File: src/rtl/uart_tx_param.sv
// Parametrised UART transmitter: a small word FIFO feeding a start/data/parity/stop serialiser
// whose bit period comes from a runtime prescaler latched at the start of each frame.
module uart_tx_param #(
   parameter int DATA_WIDTH     = 8,
   parameter int FIFO_DEPTH     = 4,
   parameter int PRESCALE_WIDTH = 8
) (
   input  logic                      CLK,
   input  logic                      RST,
   input  logic [DATA_WIDTH-1:0]     P_DATA,
   input  logic                      DATA_VALID,
   output logic                      DATA_READY,
   input  logic                      PAR_EN,
   input  logic                      PAR_TYP,
   input  logic                      STOP2,
   input  logic [PRESCALE_WIDTH-1:0] PRESCALE,
   output logic                      S_DATA,
   output logic                      Busy
);

   localparam int PTR_W = (FIFO_DEPTH > 1) ? $clog2(FIFO_DEPTH) : 1;
   localparam int CNT_W = $clog2(FIFO_DEPTH) + 1;
   localparam int BIT_W = (DATA_WIDTH > 1) ? $clog2(DATA_WIDTH) : 1;

   localparam logic [2:0] IDLE   = 3'd0;
   localparam logic [2:0] START  = 3'd1;
   localparam logic [2:0] DATA   = 3'd2;
   localparam logic [2:0] PARITY = 3'd3;
   localparam logic [2:0] STOP   = 3'd4;

   // Handshake: a word is accepted on a rising edge where DATA_VALID and DATA_READY are both
   // high; DATA_READY depends only on FIFO occupancy and never on DATA_VALID.

   // ---------------------------------------------------------------- FIFO
   logic [DATA_WIDTH-1:0] mem [FIFO_DEPTH];
   logic [PTR_W-1:0]      wr_ptr;
   logic [PTR_W-1:0]      rd_ptr;
   logic [CNT_W-1:0]      count;
   logic                  full;
   logic                  empty;
   logic                  push;
   logic                  pop;
   logic                  pop_req;
   logic [DATA_WIDTH-1:0] head;

   assign full       = (count == CNT_W'(FIFO_DEPTH));
   assign empty      = (count == '0);
   assign DATA_READY = ~full;
   assign push       = DATA_VALID & ~full & ~RST;
   assign pop        = pop_req & ~empty & ~RST;
   assign head       = mem[rd_ptr];

   always_ff @(posedge CLK) begin
      if (push) begin
         mem[wr_ptr] <= P_DATA;
      end
   end

   // Depth is a power of two, so the pointers wrap by natural overflow.
   always_ff @(posedge CLK) begin
      if (RST) begin
         wr_ptr <= '0;
         rd_ptr <= '0;
         count  <= '0;
      end else begin
         if (push) begin
            wr_ptr <= wr_ptr + PTR_W'(1);
         end
         if (pop) begin
            rd_ptr <= rd_ptr + PTR_W'(1);
         end
         case ({push, pop})
            2'b10:   count <= count + CNT_W'(1);
            2'b01:   count <= count - CNT_W'(1);
            default: count <= count;
         endcase
      end
   end

   // ---------------------------------------------------------------- serialiser
   logic [2:0]                state;
   logic [PRESCALE_WIDTH-1:0] period;
   logic [PRESCALE_WIDTH-1:0] tick_cnt;
   logic [BIT_W-1:0]          bit_cnt;
   logic                      stop_cnt;
   logic [DATA_WIDTH-1:0]     shift;
   logic                      par_en_l;
   logic                      stop2_l;
   logic                      par_bit;
   logic [PRESCALE_WIDTH-1:0] period_next;
   logic                      bit_end;
   logic                      frame_end;

   assign period_next = (PRESCALE == '0) ? PRESCALE_WIDTH'(1) : PRESCALE;
   assign bit_end     = (tick_cnt == period - PRESCALE_WIDTH'(1));
   assign frame_end   = (state == STOP) & bit_end & (~stop2_l | stop_cnt);
   // Popping at the end of the last stop bit chains frames with no idle gap.
   assign pop_req     = (state == IDLE) | frame_end;

   always_ff @(posedge CLK) begin
      if (RST) begin
         state    <= IDLE;
         S_DATA   <= 1'b1;
         Busy     <= 1'b0;
         period   <= PRESCALE_WIDTH'(1);
         tick_cnt <= '0;
         bit_cnt  <= '0;
         stop_cnt <= 1'b0;
         shift    <= '0;
         par_en_l <= 1'b0;
         stop2_l  <= 1'b0;
         par_bit  <= 1'b0;
      end else if (pop) begin
         shift    <= head;
         par_en_l <= PAR_EN;
         stop2_l  <= STOP2;
         par_bit  <= (^head) ^ PAR_TYP;
         period   <= period_next;
         tick_cnt <= '0;
         bit_cnt  <= '0;
         stop_cnt <= 1'b0;
         state    <= START;
         S_DATA   <= 1'b0;
         Busy     <= 1'b1;
      end else if (state == IDLE) begin
         S_DATA <= 1'b1;
         Busy   <= 1'b0;
      end else if (!bit_end) begin
         tick_cnt <= tick_cnt + PRESCALE_WIDTH'(1);
      end else begin
         tick_cnt <= '0;
         case (state)
            START: begin
               state   <= DATA;
               S_DATA  <= shift[0];
               shift   <= shift >> 1;
               bit_cnt <= '0;
            end
            DATA: begin
               if (bit_cnt == BIT_W'(DATA_WIDTH - 1)) begin
                  if (par_en_l) begin
                     state  <= PARITY;
                     S_DATA <= par_bit;
                  end else begin
                     state    <= STOP;
                     S_DATA   <= 1'b1;
                     stop_cnt <= 1'b0;
                  end
               end else begin
                  S_DATA  <= shift[0];
                  shift   <= shift >> 1;
                  bit_cnt <= bit_cnt + BIT_W'(1);
               end
            end
            PARITY: begin
               state    <= STOP;
               S_DATA   <= 1'b1;
               stop_cnt <= 1'b0;
            end
            STOP: begin
               if (stop2_l && !stop_cnt) begin
                  stop_cnt <= 1'b1;
               end else begin
                  state  <= IDLE;
                  S_DATA <= 1'b1;
                  Busy   <= 1'b0;
               end
            end
            default: begin
               state  <= IDLE;
               S_DATA <= 1'b1;
               Busy   <= 1'b0;
            end
         endcase
      end
   end

endmodule

File: config.mk
export PLATFORM = sky130hd
export DESIGN_NAME = uart_tx_param
export DESIGN_NICKNAME = d
export VERILOG_FILES = /design/src/rtl/uart_tx_param.sv
export SDC_FILE = /design/constraint.sdc
export NUM_CORES = 1
export LEC_CHECK = 0
export BUFFER_PORTS_ARGS = -buffer_cell sky130_fd_sc_hd__buf_2
export CORE_MARGIN = 5
export CORE_UTILIZATION = 31
export CTS_CLUSTER_DIAMETER = 200
export CTS_CLUSTER_SIZE = 20
export DETAILED_ROUTE_END_ITERATION = 10
export PLACE_DENSITY_LB_ADDON = 0.3
export SYNTH_ARGS = -nofsm -noshare
export SYNTH_HDL_FRONTEND = slang
export SYNTH_SLANG_ARGS = --single-unit
File: constraint.sdc
create_clock -name CLK -period 4 [get_ports CLK]
set_clock_uncertainty 0.05 [all_clocks]
set_input_delay 0.6 -clock CLK [delete_from_list [all_inputs] [get_ports CLK]]
set_output_delay 0.6 -clock CLK [all_outputs]
set_load 0.005 [all_outputs]
==> reports/summary.txt <==
commonest non-fill, non-tap cells in the layout = 45 x dfxtp_1, 36 x nor2_1, 32 x edfxtp_1
FF+latch count, synth = 77
Pre-Repair DR Iteration Count = 4
Layout Nets = 371
share of post-route cells with drive strength above 1 = 18.0%
vias in the first global route = 2441
post-synthesis simple-gate area fraction = 15.4%
Worst Max-Slew Pin Slew = 0.550 ns
clk slew on worst S/H paths = 0.07 ns
unrepaired setup endpoints after global routing = no
Post-Syn Area per Cell = 11.4 um^2
post-synthesis cell type count = 48
Post-synth ARST share = 0%
Ports = 25
Max Clk Rate = 287 MHz
CTS Root Cell = clkbuf_16
syn_nets = 345
WL/cell = 14.0 um
gr ovfl total = 0
Hold Path Class = in2reg
Synth area leader = edfxtp_1
gr usage total = 11.3%
Clock Latency Late Sink = 0.34 ns
Yosys warnings = 0
Slew headroom = 63.3%
largest family of logic cells by synthesized area = simple AND/OR/NAND/NOR gates
complex-gate fraction of the synthesized area = 7.46%
Starting Density = 31.4%
CP max FO = 9
DR DRC count = 0
H-tree Lvls = 3
via count = 2319
die height = 117 um
Cells after Synth = 313
leakage power = 0.00154 uW
CTS tree = yes
Period minus WS final = 3.48 ns
post-placement cell area = 3840 um^2
most common cell after layout, fill and taps aside = dfxtp_1
Crit. End Element = flip-flop
Finished Cell Area = 4150 um^2
Final Hold Vio Count = 0
vias per inst = 4.76
fraction of synthesized area in multiplexers = 11.6%
Pwr Density = 695 nW/um^2
Post-Route WL = 6.84 mm
RD Place Congestion = 0.793
Synth Area in Adders = 3.73%
top post-synthesis cells by area = edfxtp_1 27%, dfxtp_1 25%, mux2i_1 5.9%, mux4_2 5.1%, nor2_1 3.8%
Layout Utilization = 36.6%
hpwl dp = 4.73 mm
Routed Antenna Nets = 0
ys flop type = dfxtp_1
share of the synthesized area in the top cell type = 27.0%
largest net degree at the start of global routing = 40
clock sink count = 77
maximum clock path buffer count = 2
area delta synth->final = 16.7%
Worst EP arrival = 3.70 ns
die width = 117 um
Num CTS Buffers = 9
number of gates resized after CTS = 0
post-synthesis xor/xnor area fraction = 6.40%
Die ar. = 13700 um^2
status = completed
part of the Yosys area used for sequential elements = 52.4%
# diodes = 0
count of pins over their slew limit = 0
row count = 39
number of enable flip-flop cells after synthesis = 32
CP Class = reg2reg
Peak VDD IR = 343 uV
Core ar. = 11300 um^2
Critical Path Start Type = flip-flop
Max Cap Viol = 0
Starting DRT DRC Count = 61
mapped cell area = 3560 um^2
CTS Hold Bufs = 0
total negative setup slack = 0 ns
IO Port Bufs = 24
WP data required = 4.22 ns
Post-CTS Setup Repair Bufs = 0
Tcrit/Tclk final = 87.0%
final setup vio count = 0
first-pass GRT wire length = 11.8 mm
initial antenna violation count = 0
worst paths after layout:
path,from,end,slack [ns],cells after the start
max reg2reg,period[0],count[2],0.52,15
max,period[0],count[2],0.52,15
min reg2reg,bit_cnt[0],bit_cnt[0],0.44,2
min,P_DATA[4],mem[1][4],0.42,1
cell families after synthesis:
logic type	count (synthesis)
flip-flops	77
AND/OR/NAND/NOR	105
adder cells (fa/ha/maj)	10
AO/OA/AOI/OAI	38
multiplexers	31
buffers and inverters	26
XOR/XNOR	26
registers in the layout, indices dropped and copies added (netlist names), named ones only:
register / cells
mem: 32
period: 8
shift: 8
tick_cnt: 8
bit_cnt: 3
count: 3
state: 3
rd_ptr: 2
wr_ptr: 2
Busy: 1
S_DATA: 1
par_bit: 1
par_en_l: 1
stop2_l: 1
stop_cnt: 1
power by group:
part / internal [uW] / switching [uW] / total, uW
clock network: 499 / 353 / 852
logic: 445 / 518 / 963
registers: 944 / 126 / 1070
through the flow:
stage	std cells	total power [uW]	setup WS, ns	hold slack [ns]
2_1_floorplan	313	1840	0.689	0.411
3_3_place_gp	471	2040	0.666	0.429
6_report	487	2880	0.521	0.421
5_1_grt	487	3080	0.272	0.411
4_1_cts	487	2910	0.505	0.408
3_5_place_dp	471	2050	0.549	0.438
metal layers:
layer  global-route usage (%)  up-vias  share of wire (%)
met5                        0        -                  0
met4                     4.74        0                1.7
met3                     3.44        9                2.8
met2                     17.9       26                 48
met1                     14.3     1091                 48
li1                         -     1193                  -
cell usage after synthesis (2+ instances only):
| cell | n |
|---|---|
| nand4_1 | 2 |
| mux4_2 | 8 |
| nand3b_1 | 2 |
| clkbuf_1 | 7 |
| nor4_1 | 4 |
| buf_2 | 2 |
| and3_1 | 3 |
| xnor2_1 | 13 |
| a21oi_1 | 12 |
| mux2i_1 | 21 |
| edfxtp_1 | 32 |
| a2111oi_0 | 2 |
| o211ai_1 | 3 |
| buf_1 | 5 |
| inv_1 | 11 |
| or3_1 | 3 |
| mux2_2 | 2 |
| nor3_1 | 9 |
| ha_1 | 9 |
| nor3b_1 | 3 |
| a211oi_1 | 10 |
| nor2b_1 | 8 |
| dfxtp_1 | 45 |
| xor2_1 | 13 |
| or4_1 | 2 |
| and2_1 | 7 |
| nand2_1 | 12 |
| nand3_1 | 6 |
| or3b_2 | 2 |
| nor2_1 | 36 |
| o21ai_0 | 2 |
layout make-up:
class / instances / area, um^2
fill: 1132 / 7170
sequential: 77 / 1860
multi-input combinational: 210 / 1590
clock buffer: 9 / 225
tap: 143 / 179
timing repair buffer: 30 / 165
clock inverter: 7 / 86.3
inverter: 11 / 41.3
critical path, cell delays in order (launching register included):
cell and delay, ns:
dfxtp_1 0.34, inv_1 0.10, ha_1 0.19, or3b_2 0.45, a211oi_1 0.21, o211ai_1 0.13, a211o_1 0.36, nand2_1 0.13
nand2_1 0.08, nor2_1 0.11, ha_1 0.19, inv_1 0.07, fa_1 0.38, xor2_1 0.16, or3_1 0.31, a21oi_1 0.15
Note: power is estimated with default switching activity, not from simulation.
